**config.mk**
```make
export PLATFORM = sky130hd
export DESIGN_NAME = ongoru_takip
export DESIGN_NICKNAME = d
export VERILOG_FILES = /design/src/rtl/ongoru_takip.sv
export SDC_FILE = /design/constraint.sdc
export NUM_CORES = 1
export LEC_CHECK = 0
export ABC_AREA = 1
export BUFFER_PORTS_ARGS = -buffer_cell sky130_fd_sc_hd__buf_2
export CAP_MARGIN = 20
export CORE_ASPECT_RATIO = 1.4
export CORE_MARGIN = 10
export CORE_UTILIZATION = 55
export CTS_BUF_LIST = sky130_fd_sc_hd__clkbuf_8
export DETAILED_ROUTE_END_ITERATION = 8
export GPL_TIMING_DRIVEN = 0
export HOLD_SLACK_MARGIN = 0.02
export PLACE_DENSITY = 0.74
export SETUP_SLACK_MARGIN = 0.3
export SYNTH_ARGS = -nofsm -noshare
export SYNTH_HDL_FRONTEND = slang
export SYNTH_SLANG_ARGS = --single-unit
```
**constraint.sdc**
```tcl
create_clock -name clk_i -period 10.8 [get_ports clk_i]
set_input_delay 0.54 -clock clk_i [delete_from_list [all_inputs] [get_ports clk_i]]
set_output_delay 0.54 -clock clk_i [all_outputs]
set_load 0.01 [all_outputs]
```
**src/rtl/ongoru_takip.sv**
```systemverilog
// In-order tracker for gshare-predicted control-flow instructions: checks each prediction at
// decode resolve, updates the predictor and redirects fetch on a miss. ONGORU_ISTATISTIK_EN adds counters.
module ongoru_takip #(
  parameter int KUYRUK_DERINLIGI = 8,
  parameter int PS_GENISLIGI     = 32
) (
  input  logic                    clk_i,
  input  logic                    rstn_i,
  input  logic                    getir_gecerli_i,
  input  logic [PS_GENISLIGI-1:0] getir_ps_i,
  input  logic                    getir_ongoru_i,
  input  logic [PS_GENISLIGI-1:0] getir_hedef_ps_i,
  output logic                    getir_hazir_o,
  input  logic                    coz_gecerli_i,
  input  logic                    coz_dallanma_oldu_i,
  input  logic [PS_GENISLIGI-1:0] coz_hedef_ps_i,
  input  logic                    temizle_i,
  output logic                    gs_guncelle_o,
  output logic [PS_GENISLIGI-1:0] gs_dallanma_olan_ps_o,
  output logic [PS_GENISLIGI-1:0] gs_dallanilan_ps_o,
  output logic                    gs_dallanma_oldu_o,
  output logic                    yanlis_ongoru_o,
  output logic [PS_GENISLIGI-1:0] duzeltme_ps_o,
  output logic                    bos_cozum_hata_o
`ifdef ONGORU_ISTATISTIK_EN
  ,
  output logic [31:0]             cozulen_sayisi_o,
  output logic [31:0]             yanlis_sayisi_o
`endif
);

  localparam int AW = (KUYRUK_DERINLIGI > 1) ? $clog2(KUYRUK_DERINLIGI) : 1;
  localparam int CW = AW + 1;
  localparam logic [CW-1:0] DERINLIK = CW'(KUYRUK_DERINLIGI);

  // Handshake: a push is taken when getir_gecerli_i && getir_hazir_o at a rising edge;
  // the resolve side has no ready and is honoured only while an entry exists.
  logic [PS_GENISLIGI-1:0] kuyruk_ps_q    [KUYRUK_DERINLIGI];
  logic                    kuyruk_ongoru_q[KUYRUK_DERINLIGI];
  logic [PS_GENISLIGI-1:0] kuyruk_hedef_q [KUYRUK_DERINLIGI];

  logic [AW-1:0] head_q, head_d, tail_q, tail_d;
  logic [CW-1:0] count_q, count_d;
  logic guncelle_q, guncelle_d, oldu_q, oldu_d, yanlis_q, yanlis_d, hata_q, hata_d;
  logic [PS_GENISLIGI-1:0] olan_q, olan_d, dallanilan_q, dallanilan_d, duzeltme_q, duzeltme_d;

  logic                    getir_kabul, cozum, yanlis_ongoru;
  logic [PS_GENISLIGI-1:0] bas_ps, bas_hedef, gercek_ps;
  logic                    bas_ongoru;

  assign getir_hazir_o = (count_q != DERINLIK);

  always_comb begin
    getir_kabul   = getir_gecerli_i && getir_hazir_o;
    cozum         = coz_gecerli_i && (count_q != '0);
    bas_ps        = kuyruk_ps_q[head_q];
    bas_ongoru    = kuyruk_ongoru_q[head_q];
    bas_hedef     = kuyruk_hedef_q[head_q];
    gercek_ps     = coz_dallanma_oldu_i ? coz_hedef_ps_i : bas_ps + PS_GENISLIGI'(4);
    yanlis_ongoru = cozum && ((bas_ongoru != coz_dallanma_oldu_i) ||
                    (coz_dallanma_oldu_i && bas_ongoru && (bas_hedef != coz_hedef_ps_i)));

    head_d       = head_q;
    tail_d       = tail_q;
    count_d      = count_q;
    guncelle_d   = 1'b0;
    yanlis_d     = 1'b0;
    olan_d       = olan_q;
    dallanilan_d = dallanilan_q;
    oldu_d       = oldu_q;
    duzeltme_d   = duzeltme_q;
    hata_d       = hata_q;

    if (temizle_i) begin
      head_d  = '0;
      tail_d  = '0;
      count_d = '0;
    end else begin
      if (coz_gecerli_i && (count_q == '0)) hata_d = 1'b1;
      if (cozum) begin
        guncelle_d   = 1'b1;
        olan_d       = bas_ps;
        dallanilan_d = gercek_ps;
        oldu_d       = coz_dallanma_oldu_i;
      end
      // A miss squashes every younger entry, including one pushed this very cycle.
      if (yanlis_ongoru) begin
        yanlis_d   = 1'b1;
        duzeltme_d = gercek_ps;
        head_d     = '0;
        tail_d     = '0;
        count_d    = '0;
      end else begin
        head_d  = head_q + AW'(cozum);
        tail_d  = tail_q + AW'(getir_kabul);
        count_d = count_q + CW'(getir_kabul) - CW'(cozum);
      end
    end
  end

  always_ff @(posedge clk_i) begin
    if (!rstn_i) begin
      head_q       <= '0;
      tail_q       <= '0;
      count_q      <= '0;
      guncelle_q   <= 1'b0;
      yanlis_q     <= 1'b0;
      olan_q       <= '0;
      dallanilan_q <= '0;
      oldu_q       <= 1'b0;
      duzeltme_q   <= '0;
      hata_q       <= 1'b0;
    end else begin
      head_q       <= head_d;
      tail_q       <= tail_d;
      count_q      <= count_d;
      guncelle_q   <= guncelle_d;
      yanlis_q     <= yanlis_d;
      olan_q       <= olan_d;
      dallanilan_q <= dallanilan_d;
      oldu_q       <= oldu_d;
      duzeltme_q   <= duzeltme_d;
      hata_q       <= hata_d;
    end
  end

  // Entry storage needs no reset: count_q alone decides which slots are live.
  always_ff @(posedge clk_i) begin
    if (getir_kabul) begin
      kuyruk_ps_q[tail_q]     <= getir_ps_i;
      kuyruk_ongoru_q[tail_q] <= getir_ongoru_i;
      kuyruk_hedef_q[tail_q]  <= getir_hedef_ps_i;
    end
  end

  assign gs_guncelle_o         = guncelle_q;
  assign gs_dallanma_olan_ps_o = olan_q;
  assign gs_dallanilan_ps_o    = dallanilan_q;
  assign gs_dallanma_oldu_o    = oldu_q;
  assign yanlis_ongoru_o       = yanlis_q;
  assign duzeltme_ps_o         = duzeltme_q;
  assign bos_cozum_hata_o      = hata_q;

`ifdef ONGORU_ISTATISTIK_EN
  logic [31:0] cozulen_q, cozulen_d, yanlis_say_q, yanlis_say_d;

  always_comb begin
    cozulen_d    = cozulen_q;
    yanlis_say_d = yanlis_say_q;
    if (!temizle_i && cozum && (cozulen_q != 32'hFFFF_FFFF)) cozulen_d = cozulen_q + 32'd1;
    if (!temizle_i && yanlis_ongoru && (yanlis_say_q != 32'hFFFF_FFFF))
      yanlis_say_d = yanlis_say_q + 32'd1;
  end

  always_ff @(posedge clk_i) begin
    if (!rstn_i) begin
      cozulen_q    <= '0;
      yanlis_say_q <= '0;
    end else begin
      cozulen_q    <= cozulen_d;
      yanlis_say_q <= yanlis_say_d;
    end
  end

  assign cozulen_sayisi_o = cozulen_q;
  assign yanlis_sayisi_o  = yanlis_say_q;
`endif

endmodule
```
# Yosys cells after proc, flatten, opt, wreduce, memory -nomap -nowiden
# Memory sizes are Yosys's and may differ from the RTL's. A register that Yosys moved wholly into a read port is not among the register bits.
# Cells that the tools add are included.
op_classes:
  add_sub_neg: 5
  n_mul: 0
  n_div: 0
  magnitude_cmp: 0
  n_eq_ne: 3
  shift: 0
  muxes: 8
  n_bitwise: 2
  n_reduce_logical: 14
ops:
  columns: ["cell", "count"]
  rows:
  - ["adder 32 x 3 -> 32 bit (second input constant)", 1]
  - ["2-to-1 mux 32 bit", 1]
  - ["!= test 32 bit", 1]
  - ["2-to-1 mux 3 bit", 3]
  - ["adder 3 x 1 -> 3 bit", 2]
  - ["logical AND 1 bit", 6]
  - ["AND reduction 2 bit", 3]
  - ["adder 4 x 1 -> 4 bit", 1]
  - ["logical NOT 4 bit", 1]
  - ["2-to-1 mux 1 bit", 4]
  - ["!= test 4 bit (second input constant)", 1]
  - ["nonzero test 4 bit", 1]
  - ["subtractor 4 x 1 -> 4 bit", 1]
  - ["OR reduction 3 bit", 1]
  - ["NOT 1 bit", 2]
  - ["OR reduction 2 bit", 1]
  - ["logical OR 1 bit", 1]
  - ["!= test 1 bit", 1]
word_totals:
  regBits: 110
  latchBits: 0
  mem_bits_rw: 520
  romBits: 0
  inputBits: 103
  memories: 3
mem_list:
  columns: ["memory", "depth", "width", "read_ports", "rd_clocked_by_memory_dff", "write_ports", "line", "source"]
  rows:
  - ["kuyruk_hedef_q", 8, 32, 1, 1, 1, "40", "logic [PS_GENISLIGI-1:0] kuyruk_hedef_q [KUYRUK_DERINLIGI];"]
  - ["kuyruk_ps_q", 8, 32, 1, 1, 1, "38", "logic [PS_GENISLIGI-1:0] kuyruk_ps_q [KUYRUK_DERINLIGI];"]
  - ["kuyruk_ongoru_q", 8, 1, 1, 1, 1, "39", "logic kuyruk_ongoru_q[KUYRUK_DERINLIGI];"]

# Depth between registers and ports, before layout
depth:
  ltp_word: 6
  depth_mapped: 22
  mapped_depth_nobuf: 20

# Worst setup path before layout
# OpenSTA, ideal clock, no wires.
synth_timing:
  path_kind: "register to register"
  from: "register count_q[2]"
  to: "memory kuyruk_hedef_q[0][0], enable pin"
  setup_time_ps: 488
  arrival_time_ps: 3798
  setup_slack_ps: 6513
  path_stages_with_launch: 7
  path_cell_list: "dfxtp_1 inv_1 ha_1 nand3_1 nand2_1 or2_2 nor2_1"
synth_between:
  elab_chain_cells: 4
synth_lines:
  columns: ["element", "line", "source"]
  rows:
  - ["start, declared", "43", "logic [CW-1:0] count_q, count_d;"]
  - ["start signal, assigned", "116", "count_q <= count_d;"]
  - ["!= test 4 bit", "51", "assign getir_hazir_o = (count_q != DERINLIK);"]
  - ["net getir_hazir_o", "13", "output logic getir_hazir_o,"]
  - ["logical AND 1 bit", "54", "getir_kabul = getir_gecerli_i && getir_hazir_o;"]
  - ["2-to-1 mux 1 bit", "129", "if (getir_kabul) begin"]
  - ["2-to-1 mux 1 bit (not written as such)", "132", "kuyruk_hedef_q[tail_q] <= getir_hedef_ps_i;"]
  - ["end, declared", "40", null]
# The timed path passes the listed nets, and every way through them passes these cells.

# Worst setup path after layout
layout_timing:
  from: "register head_q[0]"
  to: "register head_q[2]"
layout_between:
  elab_chain_cells: 1
layout_lines:
  columns: ["element", "line", "source"]
  rows:
  - ["start, declared", "42", "logic [AW-1:0] head_q, head_d, tail_q, tail_d;"]
  - ["start signal, assigned", "103", "head_q <= '0;"]
  - ["start signal, assigned", "114", "head_q <= head_d;"]
  - ["adder 3 x 1 -> 3 bit", "94", "head_d = head_q + AW'(cozum);"]
# No other way between the ends.
# A chain may end at the register's enable or synchronous reset.

==> metrics.yaml <==
timing:
  hold_ws_ps: 89.39
  grt_setup_unrepaired: "no"
  timing.final.crit_share_pct: 34.73
  drv_slew: 0
  skew_ps: 49.90
  slew_headroom_pct: 34.62
  fmax_mhz: 266.6
  tightest_slew_ps: 980.6
  hold_violations: 0
  finalSetupTns_ps: 0
  layout_min_cycle_time_ps: 3751
  setup_violations: 0
yosys:
  syn-instance-count: 2858
  netlist_area_sq_mm: 0.02751
  yosysWarnings: 0
  ys_seq_area_share_pct: 64.78
  netlist.area_leader.share_pct: 56.77
  ys_ff_latch: 630
  ys_types: 40
  synth_nets: 2974
  synth_area_leader_cell: "edfxtp_1"
  avgSynthCellArea_sq_um: 9.624
  synth.area.top_cells: "edfxtp_1, nand2_1, dfxtp_1, nand3_1, inv_1"
final_layout:
  multi_input_area_sq_mm: 0.007621
  nNetsFinal: 3291
  fillers: 3993
  area_growth_pct: 14.80
  stdcell_area_sq_mm: 0.03158
  regArea_sq_mm: 0.01782
  drive_gt1_share_pct: 14.33
setup_path:
  endpoint_kind: "register"
  worstSetupPathType: "reg2reg"
  crit_required_ps: 11410
  critPathLaunchType: "register"
  critPathArrivalTime_ps: 4360
  cp_max_fo: 10
grt:
  grt-ovfl-total: 0
  track_usage_pct: 29.82
  grt_pass1_wl_um: 133100
  grt_antenna_before_repair: 14
  grt_max_degree: 26
  grt_pass1_vias: 21600
clock_network:
  cts_tree: "done"
  clockBufferDepth: 3
  post_cts_buffers: 0
  clock_latency_ps: 730
  postCtsResizedCells: 0
  hold_buffers: 0
  htreeDepth: 3
  clock-root-buffer: "clkbuf_8"
  cts.sinks: 630
  cts_buffers: 92
  clkTransAtPathRegs_ps: 80
placement:
  hpwl_um: 63630
  place_congestion: 0.9372
  placed_cell_area_sq_mm: 0.02983
  portBuffers: 202
floorplanning:
  rows: 96
  fp.dieW_um: 209
  start_util_pct: 55.85
  die_height_um: 284.6
  ios: 204
  core_area_sq_mm: 0.04925
  dieArea_sq_mm: 0.05948
hold_path:
  hold_path_class: "in2reg"
detailed_routing:
  wirelength_um: 91090
  drtIter0Drc: 2481
  dr.pass1.iters: 6
  detail_route.vias_per_cell: 5.725
  vias: 22280
  drc_errors: 0
  avgRoutedWirePerCell_um: 23.41
  ant_nets: 0
power_and_ir_drop:
  p_per_area_mw_per_mm2: 167.3
  peakVddDrop_mv: 0.09884
  p_total_mw: 5.284
  power_leakage_nw: 13.70
run_status:
  status: "completed"
run:
  max_cap_violations: 0
==> power by group <==
group	internal (mW)	switching, mW	total, mW
Combinational	0.199	0.492	0.692
Sequential	2.71	0.0399	2.75
Clock	0.921	0.918	1.84
Total	3.83	1.45	5.28
==> layout by cell type (no fill, tap or decap), types with 4 or more instances in the layout <==
cell | netlist | routed
a21oi_1 | 63 | 63
a31oi_1 | 4 | 4
buf_1 | 13 | 13
buf_12 | 0 | 16
buf_16 | 0 | 5
buf_2 | 48 | 250
buf_4 | 22 | 22
buf_6 | 13 | 13
clkbuf_1 | 44 | 44
clkbuf_8 | 0 | 100
clkinv_1 | 1 | 21
clkinv_2 | 0 | 4
dfxtp_1 | 110 | 110
diode_2 | 0 | 8
edfxtp_1 | 520 | 520
ha_1 | 12 | 12
inv_1 | 349 | 382
inv_2 | 11 | 11
nand2_1 | 822 | 822
nand2_2 | 7 | 7
nand3_1 | 298 | 298
nand3b_1 | 8 | 8
nand4_1 | 8 | 8
nor2_1 | 280 | 272
nor2_2 | 13 | 13
nor2_4 | 2 | 10
o211ai_1 | 15 | 15
o21ai_0 | 111 | 111
o21ai_1 | 48 | 48
o22ai_1 | 9 | 9
xor2_1 | 5 | 5
==> final cells by class <==
type / count / area share, %
Timing Repair Buffer: 223 / 4.652
Sequential cell: 630 / 56.43
Clock buffer: 100 / 4.359
Tap cell: 637 / 2.524
Buffer: 140 / 2.425
Clock inverter: 65 / 1.106
Antenna cell: 8 / 0.06340
Multi-Input combinational cell: 1726 / 24.14
Inverter: 362 / 4.311
==> metal layers <==
| metal | track usage [%] | part of all wire (%) |
|---|---|---|
| met3 | 5.893 | 10 |
| met1 | 35.61 | 36 |
| met4 | 19.72 | 6.7 |
| met2 | 48.25 | 47 |
| met5 | 0 | 0.057 |
==> per-stage QoR <==
| step | setup slack (ps) | utilization (%) | std cells |
|---|---|---|---|
| 2_1_floorplan | 6513 | - | 2858 |
| 3_3_place_gp | 3232 | 59.52 | 3697 |
| 3_5_place_dp | 7143 | 60.57 | 3718 |
| 4_1_cts | 7118 | 64.08 | 3883 |
| 5_1_grt | 6848 | 64.12 | 3891 |
| 6_report | 7049 | 64.12 | 3891 |
==> worst paths after layout <==
path	start	endpoint	slack, ps	cells past startpoint
worst max-delay path	head_q[0]	head_q[2]	7050	15
worst min-delay path	getir_ps_i[1]	kuyruk_ps_q[6][1]	90	1
worst max register to register	head_q[0]	head_q[2]	7050	15
worst min register to register	bos_cozum_hata_o	bos_cozum_hata_o	480	2
==> critical path, cell delays in order, from the launching register on <==
cell and delay (ps):
dfxtp_1 410, inv_2 140, buf_2 360, buf_4 360
buf_2 310, clkbuf_1 410, o21ai_0 160, o22ai_1 160
nor2_1 60, a31oi_1 190, ha_1 250, inv_1 60
nand2_2 150, nand2_1 100, nand2_1 210, nor2_1 290
==> synth_stat cells (all sizes together) <==
cell type,count
a31oi,4
a21o,1
nand3,299
o211ai,15
buf,96
a211oi,1
xor2,5
o22ai,9
nand4,8
mux2i,2
nand3b,8
a21boi,1
or2,3
o21a,2
clkinv,1
nor2,295
edfxtp,520
ha,12
a21oi,63
clkbuf,44
xnor2,2
dfxtp,110
fa,1
inv,361
nor3,5
o21ai,159
o221ai,2
nand2,829
==> logic make-up after synthesis <==
kind of cell	share of synthesized area, %
multiplexers	0.07279
flip-flops	64.78
buffers and inverters	7.733
XOR/XNOR	0.2229
AO/OA/AOI/OAI	4.945
adder cells (fa/ha/maj)	0.6186
AND/OR/NAND/NOR	21.63
==> sequential cells by signal (all words and copies together), names as in the netlist <==
name,flops
head_q,3
tail_q,3
kuyruk_ongoru_q,8
gs_guncelle_o,1
kuyruk_hedef_q,256
count_q,4
bos_cozum_hata_o,1
kuyruk_ps_q,256
duzeltme_ps_o,32
gs_dallanilan_ps_o,32
yanlis_ongoru_o,1
gs_dallanma_olan_ps_o,32
gs_dallanma_oldu_o,1
Power figures use the tool's default switching activity.
